<file path="src/rtl/snd_cmd_arbiter.sv">
// snd_cmd_arbiter: sound-command latch (or FIFO) plus Z80 interrupt arbitration.
// Build option: define SND_CMD_FIFO_EN to replace the single command register with a FIFO.
//
// state | meaning
// EMPTY | no command outstanding
// PEND  | command waiting for the sound CPU, drives irq_src[0]
// ACKED | sound CPU acknowledged, busy held until the 0xe000 access
module snd_cmd_arbiter #(
  parameter int FIFO_AW = 2
) (
  input  logic       clk,
  input  logic       rst,
  input  logic       mcode_wr,
  input  logic [7:0] mcode_din,
  input  logic       latch_rd,
  input  logic       busy_clr,
  input  logic       mcode_ack,
  input  logic       ym_irq,
  input  logic       ym_ack,
  output logic [7:0] cmd_dout,
  output logic       snd_busy,
  output logic       int_n,
  output logic [1:0] irq_src,
  output logic       ovf
);

  localparam logic [1:0] ST_EMPTY = 2'd0;
  localparam logic [1:0] ST_PEND  = 2'd1;
  localparam logic [1:0] ST_ACKED = 2'd2;

  logic             r_armed;
  logic             r_mcode_wr_d, r_busy_clr_d, r_mcode_ack_d, r_ym_irq_d, r_ym_ack_d;
  logic             w_mc_ev, w_clr_ev, w_ack_ev, w_ymi_ev, w_yma_ev, w_mc_acc;
  logic [1:0]       r_state, w_state_nxt;
  logic             r_busy, r_ym_pend, r_int_n;
  logic [7:0]       r_cmd_dout, w_head;
  logic [FIFO_AW:0] w_count;

  // r_armed masks the first cycle after reset so levels already high never look like edges
  always_ff @(posedge clk) begin
    if (rst) begin
      r_armed       <= 1'b0;
      r_mcode_wr_d  <= 1'b0;
      r_busy_clr_d  <= 1'b0;
      r_mcode_ack_d <= 1'b0;
      r_ym_irq_d    <= 1'b0;
      r_ym_ack_d    <= 1'b0;
    end else begin
      r_armed       <= 1'b1;
      r_mcode_wr_d  <= mcode_wr;
      r_busy_clr_d  <= busy_clr;
      r_mcode_ack_d <= mcode_ack;
      r_ym_irq_d    <= ym_irq;
      r_ym_ack_d    <= ym_ack;
    end
  end

  assign w_mc_ev  = r_armed & mcode_wr  & ~r_mcode_wr_d;
  assign w_clr_ev = r_armed & busy_clr  & ~r_busy_clr_d;
  assign w_ack_ev = r_armed & mcode_ack & ~r_mcode_ack_d;
  assign w_ymi_ev = r_armed & ym_irq    & ~r_ym_irq_d;
  assign w_yma_ev = r_armed & ym_ack    & ~r_ym_ack_d;

`ifdef SND_CMD_FIFO_EN
  localparam int DEPTH = 1 << FIFO_AW;

  logic [7:0]         r_mem [DEPTH];
  logic [FIFO_AW-1:0] r_wp, r_rp;
  logic [FIFO_AW:0]   r_count;
  logic               r_latch_rd_d, r_ovf;
  logic               w_full, w_empty, w_pop;

  assign w_full   = (r_count == (FIFO_AW+1)'(DEPTH));
  assign w_empty  = (r_count == '0);
  // a clear in the same cycle flushes first, so the new command always fits
  assign w_mc_acc = w_mc_ev & (~w_full | w_clr_ev);
  assign w_pop    = r_armed & r_latch_rd_d & ~latch_rd & ~w_empty & ~w_clr_ev;

  always_ff @(posedge clk) begin
    if (rst) begin
      r_wp         <= '0;
      r_rp         <= '0;
      r_count      <= '0;
      r_ovf        <= 1'b0;
      r_latch_rd_d <= 1'b0;
      for (int i = 0; i < DEPTH; i++) r_mem[i] <= '0;
    end else begin
      r_latch_rd_d <= latch_rd;
      if (w_mc_ev & w_full & ~w_clr_ev) r_ovf <= 1'b1;
      if (w_clr_ev) begin
        r_rp <= '0;
        if (w_mc_acc) begin
          r_mem[0] <= mcode_din;
          r_wp     <= FIFO_AW'(1);
          r_count  <= (FIFO_AW+1)'(1);
        end else begin
          r_wp     <= '0;
          r_count  <= '0;
        end
      end else begin
        if (w_mc_acc) begin
          r_mem[r_wp] <= mcode_din;
          r_wp        <= r_wp + 1'b1;
        end
        if (w_pop) r_rp <= r_rp + 1'b1;
        case ({w_mc_acc, w_pop})
          2'b10:   r_count <= r_count + 1'b1;
          2'b01:   r_count <= r_count - 1'b1;
          default: r_count <= r_count;
        endcase
      end
    end
  end

  assign w_head  = w_empty ? 8'h00 : r_mem[r_rp];
  assign w_count = r_count;
  assign ovf     = r_ovf;
`else
  logic [7:0] r_cmd;

  assign w_mc_acc = w_mc_ev;

  always_ff @(posedge clk) begin
    if (rst)           r_cmd <= '0;
    else if (w_mc_ev)  r_cmd <= mcode_din;
    else if (w_clr_ev) r_cmd <= '0;
  end

  assign w_head  = r_cmd;
  assign w_count = (r_state != ST_EMPTY) ? (FIFO_AW+1)'(1) : '0;
  assign ovf     = 1'b0;
`endif

  always_comb begin
    w_state_nxt = r_state;
    if (w_mc_acc) begin
      w_state_nxt = ST_PEND;
    end else begin
      case (r_state)
        ST_EMPTY: w_state_nxt = ST_EMPTY;
        ST_PEND: begin
          if (w_clr_ev)      w_state_nxt = ST_EMPTY;
          else if (w_ack_ev) w_state_nxt = ST_ACKED;
        end
        ST_ACKED: begin
          if (w_clr_ev)                                    w_state_nxt = ST_EMPTY;
          else if (w_ack_ev && w_count > (FIFO_AW+1)'(1))  w_state_nxt = ST_PEND;
        end
        default: w_state_nxt = ST_EMPTY;
      endcase
    end
  end

  always_ff @(posedge clk) begin
    if (rst) begin
      r_state    <= ST_EMPTY;
      r_busy     <= 1'b0;
      r_ym_pend  <= 1'b0;
      r_int_n    <= 1'b1;
      r_cmd_dout <= 8'hFF;
    end else begin
      r_state <= w_state_nxt;
      if (w_mc_acc)      r_busy <= 1'b1;
      else if (w_clr_ev) r_busy <= 1'b0;
      if (w_ymi_ev)      r_ym_pend <= 1'b1;
      else if (w_yma_ev) r_ym_pend <= 1'b0;
      r_int_n    <= ~|irq_src;
      r_cmd_dout <= latch_rd ? w_head : 8'hFF;
    end
  end

  assign irq_src  = {r_ym_pend, (r_state == ST_PEND)};
  assign snd_busy = r_busy;
  assign int_n    = r_int_n;
  assign cmd_dout = r_cmd_dout;

endmodule
</file>
<file path="config.mk">
export PLATFORM = sky130hd
export DESIGN_NAME = snd_cmd_arbiter
export DESIGN_NICKNAME = d
export VERILOG_FILES = /design/src/rtl/snd_cmd_arbiter.sv
export SDC_FILE = /design/constraint.sdc
export NUM_CORES = 1
export LEC_CHECK = 0
export BUFFER_PORTS_ARGS = -buffer_cell sky130_fd_sc_hd__buf_4
export CAP_MARGIN = 20
export CORE_MARGIN = 4
export CORE_UTILIZATION = 40
export DETAILED_ROUTE_END_ITERATION = 8
export PLACE_DENSITY = 0.65
export SYNTH_ARGS = -nofsm -noshare
export SYNTH_HDL_FRONTEND = slang
export SYNTH_SLANG_ARGS = --single-unit
export TNS_END_PERCENT = 100
</file>
<file path="constraint.sdc">
create_clock -name clk -period 1.9 [get_ports clk]
set_clock_uncertainty 0.2 [all_clocks]
set_input_delay 0.475 -clock clk [delete_from_list [all_inputs] [get_ports clk]]
set_output_delay 0.475 -clock clk [all_outputs]
set_load 0.01 [all_outputs]
</file>
==> results.sh <==
export IMPL_yosys_warnings=0
export IMPL_fmax_mhz=558
export IMPL_ys_types=22
export IMPL_routed_wirelength_um=1500
export IMPL_vias=634
export IMPL_synthTopCellsByArea="dfxtp_1 59%, a32o_1 8.7%, nand2b_1 5.4%"
export IMPL_cts_tree="done"
export IMPL_reg2reg_depth=5
export IMPL_slew_violations=0
export IMPL_slowest_stage="dfxtp_1"
export IMPL_ys_seq_area_frac=0.586
export IMPL_synth_area_per_cell_um2=11.8
export IMPL_grt_pass1_wl_um=2510
export IMPL_grtUsageTotal=0.100
export IMPL_num_rows=17
export IMPL_timing_final_crit_share=0.944
export IMPL_cp_depth=3
export IMPL_synth_ff_type="dfxtp_1"
export IMPL_synth_edff_count=0
export IMPL_antennaDiodeCount=0
export IMPL_first_global_vias=579
export IMPL_min_period_ns=1.79
export IMPL_postCtsResizedCells=0
export IMPL_synth_async_reset_ratio=0
export IMPL_final_nets=124
export IMPL_worstPathRequired_ns=1.22
export IMPL_ioPinCount=29
export IMPL_hpwl_um=1140
export IMPL_arrival_ns=1.12
export IMPL_cts_buffers=3
export IMPL_synth_common_cells="27 x dfxtp_1, 8 x a32o_1, 8 x nand2b_1"
export IMPL_peakVddDrop_uv=667
export IMPL_final_area_mm2=0.00116
export IMPL_drc=0
export IMPL_max_stage_delay_ns=0.37
export IMPL_die_area_mm2=0.00314
export IMPL_worstHoldPathType="input port to flop"
export IMPL_drive_above_1_share=0.390
export IMPL_end_kind="primary output"
export IMPL_gp_congestion=0.754
export IMPL_crit_chain="inv_1 > ha_1 > buf_4"
export IMPL_postCtsSetupBuffers=0
export IMPL_setup_viol=0
export IMPL_status="finished, final reports clean"
export IMPL_synth_net_count=96
export IMPL_root_buffer="clkbuf_4"
export IMPL_cp_max_fo=5
export IMPL_fin_setup_tns_ns=0
export IMPL_maxCapViolations=0
export IMPL_synth_largest_area_cell="dfxtp_1"
export IMPL_dp_cells=129
export IMPL_grt_start_max_net_pins=16
export IMPL_cts_num_sinks=27
export IMPL_path_delay_family="flip-flops"
export IMPL_synth_seq_cells=27
export IMPL_grt_overflow_total=0
export IMPL_path_clk_slew_ns=0.14
export IMPL_drt_iter0_markers=2
export IMPL_clk_path_buf_depth=2
export IMPL_viasPerCell=4.77
export IMPL_initial_core_util=0.417
export IMPL_layout_cells_non_filler=133
export IMPL_clock_latency_ns=0.31
export IMPL_htreeDepth=1
export IMPL_antenna_found_initial=0
export IMPL_hold_viol_final=0
export IMPL_yosysMostFrequentCell="dfxtp_1"
export IMPL_dieHeight_um=56.0
export IMPL_syn2layout_area_growth_pct=25.4
export IMPL_synth_top_cell_area_share=0.586
export IMPL_placed_area_mm2=0.00113
export IMPL_holdPathStages=2
export IMPL_die_x_um=56.0
export IMPL_total_power_mw=0.941
export IMPL_drtPass1Iterations=2
export IMPL_p_per_area_mw_per_mm2=814
export IMPL_antenna_left=0
export IMPL_leakagePower_nw=0.523
export IMPL_syn_area_um2=922
export IMPL_path_class="flop to primary output"
export IMPL_hold_buffers=0
export IMPL_path_buf_inv=2
export IMPL_rsz0062_at_grt="no"
export IMPL_routedWlPerCell_um=11.3
export IMPL_place_port_buffers=27
export IMPL_synthCells=78
export IMPL_coreArea_mm2=0.00221
export IMPL_start_kind="flop"
## through the flow
step,hold slack (ns),util,setup slack (ns)
final,0.163,0.523,0.106
after global routing,0.150,0.523,0.0303
after CTS,0.157,0.523,0.0960
after detailed placement,0.224,0.510,0.302
after global placement,0.222,0.510,0.338
after floorplan,0.211,-,0.484
## cell usage in the layout (no fill, tap or decap)
cell	instances
a21o_2	2
a21oi_1	2
a32o_1	8
and2b_2	5
and3b_1	2
and4bb_2	1
buf_4	27
clkbuf_4	3
clkinv_2	1
conb_1	1
dfxtp_1	27
ha_1	2
inv_1	3
nand2_1	1
nand2b_1	8
nand3b_1	1
nor2_1	2
nor2b_1	2
nor2b_2	1
o211a_1	1
o21ai_0	4
o21ai_2	1
## registers in the layout, indices dropped and copies added (netlist names)
| name | flops |
|---|---|
| cmd_dout | 8 |
| r_cmd | 8 |
| r_state | 2 |
| int_n | 1 |
| r_armed | 1 |
| r_busy_clr_d | 1 |
| r_mcode_ack_d | 1 |
| r_mcode_wr_d | 1 |
| r_ym_ack_d | 1 |
| r_ym_irq_d | 1 |
| r_ym_pend | 1 |
| snd_busy | 1 |
## final timing paths
path                             endpoint  slack (ns)               startpoint
setup / recovery               irq_src[0]        0.11  r_state[1]$_SDFFE_PP0P_
hold reg to reg    cmd_dout[2]$_SDFF_PP1_        0.25    r_cmd[2]$_SDFFE_PP0P_
hold / removal      r_cmd[4]$_SDFFE_PP0P_        0.16             mcode_din[4]
setup reg to reg  r_state[1]$_SDFFE_PP0P_        0.38  r_state[0]$_SDFFE_PP0P_
## worst register-to-register path: stages, from the launching register on
cell	delay, ns
dfxtp_1	0.38
inv_1	0.05
ha_1	0.21
and4bb_2	0.32
and3b_1	0.17
o211a_1	0.14
## layout make-up
cell class	instances	area (um^2)
Sequential cell	27	541
Timing Repair Buffer	27	203
Inverter	3	11.3
Tap cell	28	35.0
Multi-Input combinational cell	44	339
Fill cell	206	1060
Clock buffer	3	22.5
Clock inverter	1	5.00
## metal layers
layer  up-vias  track usage  share of wire
li1        322            -              -
met1       295        0.117           0.44
met4         0       0.0203         0.0093
met3         2       0.0464          0.067
met5         -            0              0
met2        15        0.169           0.49
## power breakdown
group          leakage [nW]  total [mW]  internal (mW)  switching [mW]
combinational         0.282       0.103         0.0595          0.0434
clock                0.0177       0.233         0.0786           0.154
sequential            0.223       0.606          0.595          0.0109
total                 0.523       0.941          0.733           0.208
## logic make-up after synthesis
family	synth area share
AND/OR/NAND/NOR	0.178
flip-flops	0.586
buffers and inverters	0.0461
other	0.00407
adder cells (fa/ha/maj)	0.0271
AO/OA/AOI/OAI	0.159
(Power assumes the default switching activity.)
